File: src/rtl/lsu_pkg.sv
// Shared definitions for the load/store unit: RV32I funct3 codes, FSM state type,
// and the helpers that derive byte enables and the effective lane offset.
package lsu_pkg;

  localparam logic [2:0] F3_B  = 3'b000;
  localparam logic [2:0] F3_H  = 3'b001;
  localparam logic [2:0] F3_W  = 3'b010;
  localparam logic [2:0] F3_BU = 3'b100;
  localparam logic [2:0] F3_HU = 3'b101;

  typedef enum logic [1:0] {
    IDLE = 2'd0,
    REQ  = 2'd1,
    DONE = 2'd2
  } lsu_state_t;

  // size is funct3[1:0]: 00 byte, 01 half, 10 word; loads always read the full word
  function automatic logic [3:0] byte_en(input logic [1:0] size, input logic [1:0] off,
                                         input logic write);
    if (!write) return 4'b1111;
    case (size)
      2'b00:   return 4'b0001 << off;
      2'b01:   return 4'b0011 << off;
      default: return 4'b1111;
    endcase
  endfunction

  // Misaligned offset bits are dropped so a misaligned access lands aligned-down
  function automatic logic [1:0] eff_off(input logic [1:0] size, input logic [1:0] addr_lo);
    case (size)
      2'b00:   return addr_lo;
      2'b01:   return {addr_lo[1], 1'b0};
      default: return 2'b00;
    endcase
  endfunction

endpackage

File: src/rtl/lsu_align.sv
// Combinational lane logic: store byte enables / lane replication and
// load lane extraction with sign or zero extension.
module lsu_align
  import lsu_pkg::*;
#(
  parameter int DWIDTH = 32
) (
  input  logic [2:0]        funct3,
  input  logic [1:0]        off,
  input  logic              write,
  input  logic [DWIDTH-1:0] store_data,
  input  logic [DWIDTH-1:0] rdata,
  output logic [3:0]        be,
  output logic [DWIDTH-1:0] wdata,
  output logic [DWIDTH-1:0] load_data
);

  logic [DWIDTH-1:0] lane;

  always_comb begin
    be   = byte_en(funct3[1:0], off, write);
    lane = rdata >> {off, 3'b000};

    case (funct3[1:0])
      2'b00:   wdata = {4{store_data[7:0]}};
      2'b01:   wdata = {2{store_data[15:0]}};
      default: wdata = store_data;
    endcase

    case (funct3)
      F3_B:    load_data = {{24{lane[7]}}, lane[7:0]};
      F3_H:    load_data = {{16{lane[15]}}, lane[15:0]};
      F3_BU:   load_data = {24'd0, lane[7:0]};
      F3_HU:   load_data = {16'd0, lane[15:0]};
      default: load_data = lane;
    endcase
  end

endmodule

File: src/rtl/load_store_unit.sv
// RV32I data-memory access stage with valid/ready bus, stall, and fault reporting.
// Build option: define LSU_MISALIGN_TRAP_EN to fault misaligned halfword/word accesses.
//
// state | meaning
// IDLE  | waiting for LSU_Req; captures request and checks legality
// REQ   | Mem_Req asserted, waiting for Mem_Ready or timeout
// DONE  | one-cycle retire pulse, results valid
module load_store_unit
  import lsu_pkg::*;
#(
  parameter int DWIDTH         = 32,
  parameter int AWIDTH         = 32,
  parameter int TIMEOUT_CYCLES = 16
) (
  input  logic              Clk,
  input  logic              Rst_N,
  input  logic              LSU_Req,
  input  logic              LSU_Write,
  input  logic [2:0]        LSU_Funct3,
  input  logic [AWIDTH-1:0] LSU_Addr,
  input  logic [DWIDTH-1:0] LSU_Store_Data,
  output logic              LSU_Stall,
  output logic              LSU_Done,
  output logic [DWIDTH-1:0] LSU_Load_Data,
  output logic              LSU_Fault,
  output logic [AWIDTH-1:0] LSU_Fault_Addr,
  output logic              Mem_Req,
  output logic              Mem_We,
  output logic [AWIDTH-1:0] Mem_Addr,
  output logic [3:0]        Mem_Be,
  output logic [DWIDTH-1:0] Mem_Wdata,
  input  logic              Mem_Ready,
  input  logic [DWIDTH-1:0] Mem_Rdata,
  input  logic              Mem_Err
);

  localparam int TW = (TIMEOUT_CYCLES > 1) ? $clog2(TIMEOUT_CYCLES) : 1;
  localparam logic [TW-1:0] TO_LOAD = TW'((TIMEOUT_CYCLES > 0) ? TIMEOUT_CYCLES - 1 : 0);
  localparam bit TO_EN = (TIMEOUT_CYCLES != 0);

  lsu_state_t        state;
  logic [AWIDTH-1:0] addr_q;
  logic [2:0]        funct3_q;
  logic              write_q;
  logic [DWIDTH-1:0] data_q;
  logic [1:0]        off_q;
  logic [TW-1:0]     cnt_q;
  logic [DWIDTH-1:0] load_data_q;
  logic              fault_q;
  logic [AWIDTH-1:0] fault_addr_q;

  logic              funct3_ok;
  logic              misalign;
  logic              in_req;
  logic [3:0]        be;
  logic [DWIDTH-1:0] wdata;
  logic [DWIDTH-1:0] ld_ext;

  assign funct3_ok = LSU_Write ? (LSU_Funct3 inside {F3_B, F3_H, F3_W})
                               : (LSU_Funct3 inside {F3_B, F3_H, F3_W, F3_BU, F3_HU});

`ifdef LSU_MISALIGN_TRAP_EN
  assign misalign = ((LSU_Funct3[1:0] == 2'b01) && LSU_Addr[0]) ||
                    ((LSU_Funct3[1:0] == 2'b10) && (LSU_Addr[1:0] != 2'b00));
`else
  assign misalign = 1'b0;
`endif

  lsu_align #(.DWIDTH(DWIDTH)) u_align (
    .funct3     (funct3_q),
    .off        (off_q),
    .write      (write_q),
    .store_data (data_q),
    .rdata      (Mem_Rdata),
    .be         (be),
    .wdata      (wdata),
    .load_data  (ld_ext)
  );

  always_ff @(posedge Clk or negedge Rst_N) begin
    if (!Rst_N) begin
      state        <= IDLE;
      addr_q       <= '0;
      funct3_q     <= '0;
      write_q      <= 1'b0;
      data_q       <= '0;
      off_q        <= '0;
      cnt_q        <= '0;
      load_data_q  <= '0;
      fault_q      <= 1'b0;
      fault_addr_q <= '0;
    end else begin
      case (state)
        IDLE: begin
          if (LSU_Req) begin
            addr_q   <= LSU_Addr;
            funct3_q <= LSU_Funct3;
            write_q  <= LSU_Write;
            data_q   <= LSU_Store_Data;
            off_q    <= eff_off(LSU_Funct3[1:0], LSU_Addr[1:0]);
            cnt_q    <= TO_LOAD;
            if (funct3_ok && !misalign) begin
              state <= REQ;
            end else begin
              state        <= DONE;
              fault_q      <= 1'b1;
              fault_addr_q <= LSU_Addr;
              load_data_q  <= '0;
            end
          end
        end
        REQ: begin
          if (Mem_Ready) begin
            state        <= DONE;
            fault_q      <= Mem_Err;
            fault_addr_q <= Mem_Err ? addr_q : '0;
            load_data_q  <= (Mem_Err || write_q) ? '0 : ld_ext;
          end else if (TO_EN && (cnt_q == '0)) begin
            state        <= DONE;
            fault_q      <= 1'b1;
            fault_addr_q <= addr_q;
            load_data_q  <= '0;
          end else begin
            cnt_q <= cnt_q - 1'b1;
          end
        end
        DONE:    state <= IDLE;
        default: state <= IDLE;
      endcase
    end
  end

  // Bus outputs are qualified by REQ so nothing leaks onto the bus outside an access
  assign in_req         = (state == REQ);
  assign Mem_Req        = in_req;
  assign Mem_We         = in_req && write_q;
  assign Mem_Addr       = in_req ? {addr_q[AWIDTH-1:2], 2'b00} : '0;
  assign Mem_Be         = in_req ? be : 4'b0000;
  assign Mem_Wdata      = (in_req && write_q) ? wdata : '0;

  assign LSU_Stall      = ((state == IDLE) && LSU_Req) || in_req;
  assign LSU_Done       = (state == DONE);
  assign LSU_Load_Data  = load_data_q;
  assign LSU_Fault      = fault_q;
  assign LSU_Fault_Addr = fault_addr_q;

endmodule
File: config.mk
export PLATFORM = sky130hd
export DESIGN_NAME = load_store_unit
export DESIGN_NICKNAME = d
export VERILOG_FILES = /design/src/rtl/lsu_pkg.sv /design/src/rtl/lsu_align.sv /design/src/rtl/load_store_unit.sv
export SDC_FILE = /design/constraint.sdc
export NUM_CORES = 1
export LEC_CHECK = 0
export ABC_AREA = 1
export CELL_PAD_IN_SITES_DETAIL_PLACEMENT = 1
export CELL_PAD_IN_SITES_GLOBAL_PLACEMENT = 2
export CORE_UTILIZATION = 30
export DETAILED_ROUTE_END_ITERATION = 8
export DONT_BUFFER_PORTS = 1
export GPL_TIMING_DRIVEN = 0
export MAX_ROUTING_LAYER = met4
export PLACE_DENSITY = 0.71
export SLEW_MARGIN = 20
export SYNTH_ARGS = -nofsm -noshare
export SYNTH_HDL_FRONTEND = slang
export SYNTH_SLANG_ARGS = --single-unit
File: constraint.sdc
create_clock -name Clk -period 1.95 [get_ports Clk]
set_input_delay 0.39 -clock Clk [delete_from_list [all_inputs] [get_ports Clk]]
set_output_delay 0.39 -clock Clk [all_outputs]
set_load 0.02 [all_outputs]
Word level (Yosys, flattened, before mapping)
Index checks and enable logic that the tools add are counted.
{ "op_classes": {"n_addsub": 1, "mul": 0, "n_div": 0, "order_cmp": 0, "eq_ne": 16, "shifts": 3, "mux": 35, "bitwise": 0, "reduce_logical": 17} }
{ "ops": {"columns": ["cell", "n"], "rows": [
  ["$mux 32", 12],
  ["$pmux 32 s2", 3],
  ["$pmux 32 s4", 1],
  ["$shr 32x5->32", 1],
  ["$mux 4", 5],
  ["$pmux 4 s2", 2],
  ["$eq 3x3->1 const B", 4],
  ["$mux 2", 4],
  ["$ne 2x2->1 const B", 4],
  ["$pmux 2 s2", 2],
  ["$reduce_and 4->1", 2],
  ["$eq 2x1->1 const B", 3],
  ["$eq 3x1->1 const B", 2],
  ["$logic_not 2->1", 3],
  ["$logic_not 3->1", 2],
  ["$mux 1", 5],
  ["$reduce_bool 5->1", 1],
  ["$logic_not 4->1", 1],
  ["$reduce_and 2->1", 2],
  ["$shl 1x2->4 const A", 1],
  ["$shl 2x2->4 const A", 1],
  ["$sub 4x1->4 const B", 1],
  ["$eq 3x2->1 const B", 1],
  ["$ne 3x2->1 const B", 1],
  ["6 further kinds", 8]
]} }
{ "word_totals": {"ff_bits": 141, "latchBits": 0, "ram_bits": 0, "mem_bits_ro": 0, "in_bits": 105, "output_inout_bits": 137, "mem_count": 0} }

Depth between registers and ports, before layout
{ "depth": {"ltp_word": 6, "ltp_mapped": 10, "mapped_depth_nobuf": 8} }

Hierarchy
From an unflattened synthesis, not the netlist that was laid out.
{ "hier_totals": {"cells_unflattened": 1093, "area_unflattened_um2": 7712.4} }
{ "by_module_without_submodules": {"columns": ["module", "n_inst", "cells_per_inst", "area_per_inst_um2", "seq_area_each_um2"], "rows": [
  ["load_store_unit", 1, 841, 6376.1, 3528.4],
  ["lsu_align", 1, 252, 1336.3, 0.0]
]} }

Worst setup path after synthesis
OpenSTA, ideal clock, no wires.
{ "synth_path": {"path_type": "reg-to-output", "from": "reg state[1]", "to": "out Mem_Wdata[22]", "t_arrival_ns": 1.555, "setup_slack_ns": 0.005, "stages_incl_launch_ff": 7, "path_buffers": 1, "path_cell_list": "dfrtp_1 inv_2 nand2_2 nor2_4 clkinv_1 buf_2 a21oi_1"} }
{ "synth_between": {"elab_chain_cells": 3} }
{ "synth_rtl": {"columns": ["item", "line_no", "text"], "rows": [
  ["start: declaration", "load_store_unit.sv:41", "lsu_state_t state;"],
  ["start signal: assignment", "load_store_unit.sv:82", "state <= IDLE;"],
  ["start signal: assignment", "load_store_unit.sv:103", "state <= REQ;"],
  ["start signal: assignment", "load_store_unit.sv:105", "state <= DONE;"],
  ["$eq 2x1->1", "load_store_unit.sv:134", "assign in_req = (state == REQ);"],
  ["$logic_and 1x1->1", null, null],
  ["net Mem_We", "load_store_unit.sv:28", "output logic Mem_We,"],
  ["$mux 32", "load_store_unit.sv:139", "assign Mem_Wdata = (in_req && write_q) ? wdata : '0;"],
  ["end: declaration", "load_store_unit.sv:31", "output logic [DWIDTH-1:0] Mem_Wdata,"]
]} }
The timed path passes the listed nets, and every way through them passes these cells.

Final worst setup path
{ "layout_path": {"from": "reg state[1]", "to": "out Mem_Wdata[2]"} }
Same word-level chain as after synthesis.

==> flow_metrics.tcl <==
set metrics [dict create \
    status "finished with violations" \
    violations "hold timing, setup timing" \
    grt_first_pass_wirelength_mm 41.6 \
    area_growth_pct 31.3 \
    drc_errors 0 \
    dominantRegCellSynth "dfrtp_1" \
    io_pins 242 \
    synth_most_common_cell "nand2_1" \
    ff2ff_setup_slack_ps 40 \
    clock_path_buffers 2 \
    nets 1070 \
    tritoncts "built" \
    vias 6552 \
    ys_top_cells_by_count "nand2_1, dfrtp_1, o21ai_0" \
    first_iter_violations 336 \
    clkSinkCount 141 \
    worstPathMaxFanout 7 \
    hold_path.class "in2async" \
    worst_pin_slew_ps 687 \
    hold_viol_final 141 \
    synth-edff-count 0 \
    viasPerCell 5.19 \
    coreArea_um2 22700 \
    dieHeight_um 154 \
    min_period_ps 2300 \
    worst_slack_ps -352 \
    path_clk_slew_ps 70 \
    numCtsBuffers 17 \
    ant_nets 0 \
    max_freq_mhz 434 \
    clock_skew_ps 13.4 \
    setup_viol 53 \
    insertion_delay_ps 430 \
    syn_area_um2 6960 \
    max_cap_violations 0 \
    synth_area_leader_cell "dfrtp_1" \
    grt_max_degree 142 \
    cp.arrival_ps 1910 \
    grt_setup_unrepaired "true" \
    wirelength_mm 26.9 \
    dp_slack_ps -443 \
    r2r-start "state[1]" \
    antenna_found_initial 0 \
    grtUsageTotal_pct 23.8 \
    worst_r2r_endpoint "LSU_Fault_Addr[30]" \
    place_area_um2 7320 \
    start_util_pct 30.7 \
    async_flop_share_pct 100 \
    hold_ws_ps -350 \
    power.density_nw_per_um2 1870 \
    ys.warnings.count 0 \
    max-slew-margin-rel_pct 54.2 \
    cts_max_level 4 \
    worstPathRequired_ps 1560 \
    routabilityCongestion 0.814 \
    synth_cells 917 \
    cts_root_buf "clkbuf_16" \
    first_pass_iters 4 \
    slew_violations 0 \
    synthDistinctLibCells 25 \
    start_kind "register" \
    dp_hpwl_mm 18.6 \
    layout-drive-gt1-share_pct 22.3 \
    final_cell_area_um2 9150 \
    ys_ff_latch 141 \
    wl_per_cell_um 21.3 \
    port_buffers 0 \
    synth_area_per_cell_um2 7.59 \
    endpoint_kind "primary output" \
    grt_pass1_vias 7045 \
    synth_top_cell_area_share_pct 50.7 \
    final_util_pct 40.3 \
    period_share_pct 118 \
    synth_area_leaders "dfrtp_1, nand2_1, o21ai_0, nor2_1, a22oi_1" \
    leakagePower_nw 4.28 \
    reg2regPathDepth 9 \
    p_total_mw 17.1 \
    critPathKind "reg2out" \
    dieWidth_um 154 \
    rows 55 \
    peakVddDrop_mv 0.624 \
    grt-ovfl-total 0 \
    seq_area_frac_synth_pct 50.7 \
    dieArea_um2 23800 \
    antennaDiodeCount 0 \
]
## cells by family after synthesis
| logic type | after synthesis | synth area share, % |
|---|---|---|
| flip-flops | 141 | 50.7 |
| buffers and inverters | 120 | 7.74 |
| AO/OA/AOI/OAI | 173 | 13.7 |
| other | 1 | 0.0538 |
| adder cells (fa/ha/maj) | 1 | 0.180 |
| AND/OR/NAND/NOR | 481 | 27.6 |
## final cells by class
| class | instances | area, um^2 |
|---|---|---|
| Multi-Input combinational cell | 659 | 3580 |
| Inverter | 61 | 250 |
| Timing Repair Buffer | 27 | 293 |
| Tap cell | 285 | 357 |
| Sequential cell | 141 | 3530 |
| Timing Repair inverter | 1 | 8.76 |
| Clock inverter | 13 | 178 |
| Buffer | 56 | 508 |
| Clock buffer | 19 | 443 |
| Fill cell | 2706 | 13600 |
## per-stage QoR
stage	std cells	setup TNS (ps)
after floorplan	918	0
after global placement	1203	-8250
after detailed placement	1203	-8370
after CTS	1251	-10400
after global routing	1262	-14800
final	1262	-9910
## state kept, by name (all words and copies together) (netlist names)
signal and count:
cnt_q 4, state 2, off_q 2, addr_q 32
data_q 32, write_q 1, LSU_Fault_Addr 32, LSU_Fault 1
funct3_q 3, LSU_Load_Data 32
## placed cells by master, fill, tap and decap left out, drive strengths merged
cell type / instances
inv: 63
clkinv: 3
o21ai: 103
a22oi: 32
nand4: 2
clkinvlp: 6
dfrtp: 141
clkbuf: 40
nand3: 49
conb: 2
buf: 62
nand2: 349
o22ai: 9
a21oi: 29
ha: 1
nor3: 2
nor2: 80
bufinv: 3
or2: 1
## worst max-delay path by stage
stage	to	from
global route	Mem_Wdata[10]	state[1]
detailed placement	Mem_Wdata[23]	state[1]
CTS	Mem_Wdata[20]	state[1]
global placement	Mem_Wdata[23]	state[1]
floorplan	Mem_Wdata[22]	state[1]
finish	Mem_Wdata[2]	state[1]
## what timing repair did
action / in CTS / in global routing
gates cloned: 3 / 4
gates resized for setup: 205 / 77
endpoints found under the setup margin: 76 / 110
endpoints found under the hold margin: 141 / 141
buffers inserted: 15 / 10
pin swaps: 23 / 18
## worst max-delay path: stages (launching register included)
cell and delay [ps]:
dfrtp_2 440, inv_2 90, nand2_4 70, nor2_4 370, clkinv_4 150, buf_12 180, nor2_4 190
## per-layer routing
layer  global-route usage (%)  wire length, um  up-vias
met1                     29.3            11800     3272
li1                         -                -     3052
met2                     38.3            12900      196
met3                     6.30             1790       32
met5                        -                0        -
met4                     6.84              438        0
## where the power goes
| group | switching (mW) | internal (mW) | total [mW] |
|---|---|---|---|
| registers | 1.57 | 4.23 | 5.80 |
| clock network | 1.44 | 2.08 | 3.53 |
| logic | 5.13 | 2.69 | 7.82 |
Power figures use the tool's default switching activity.
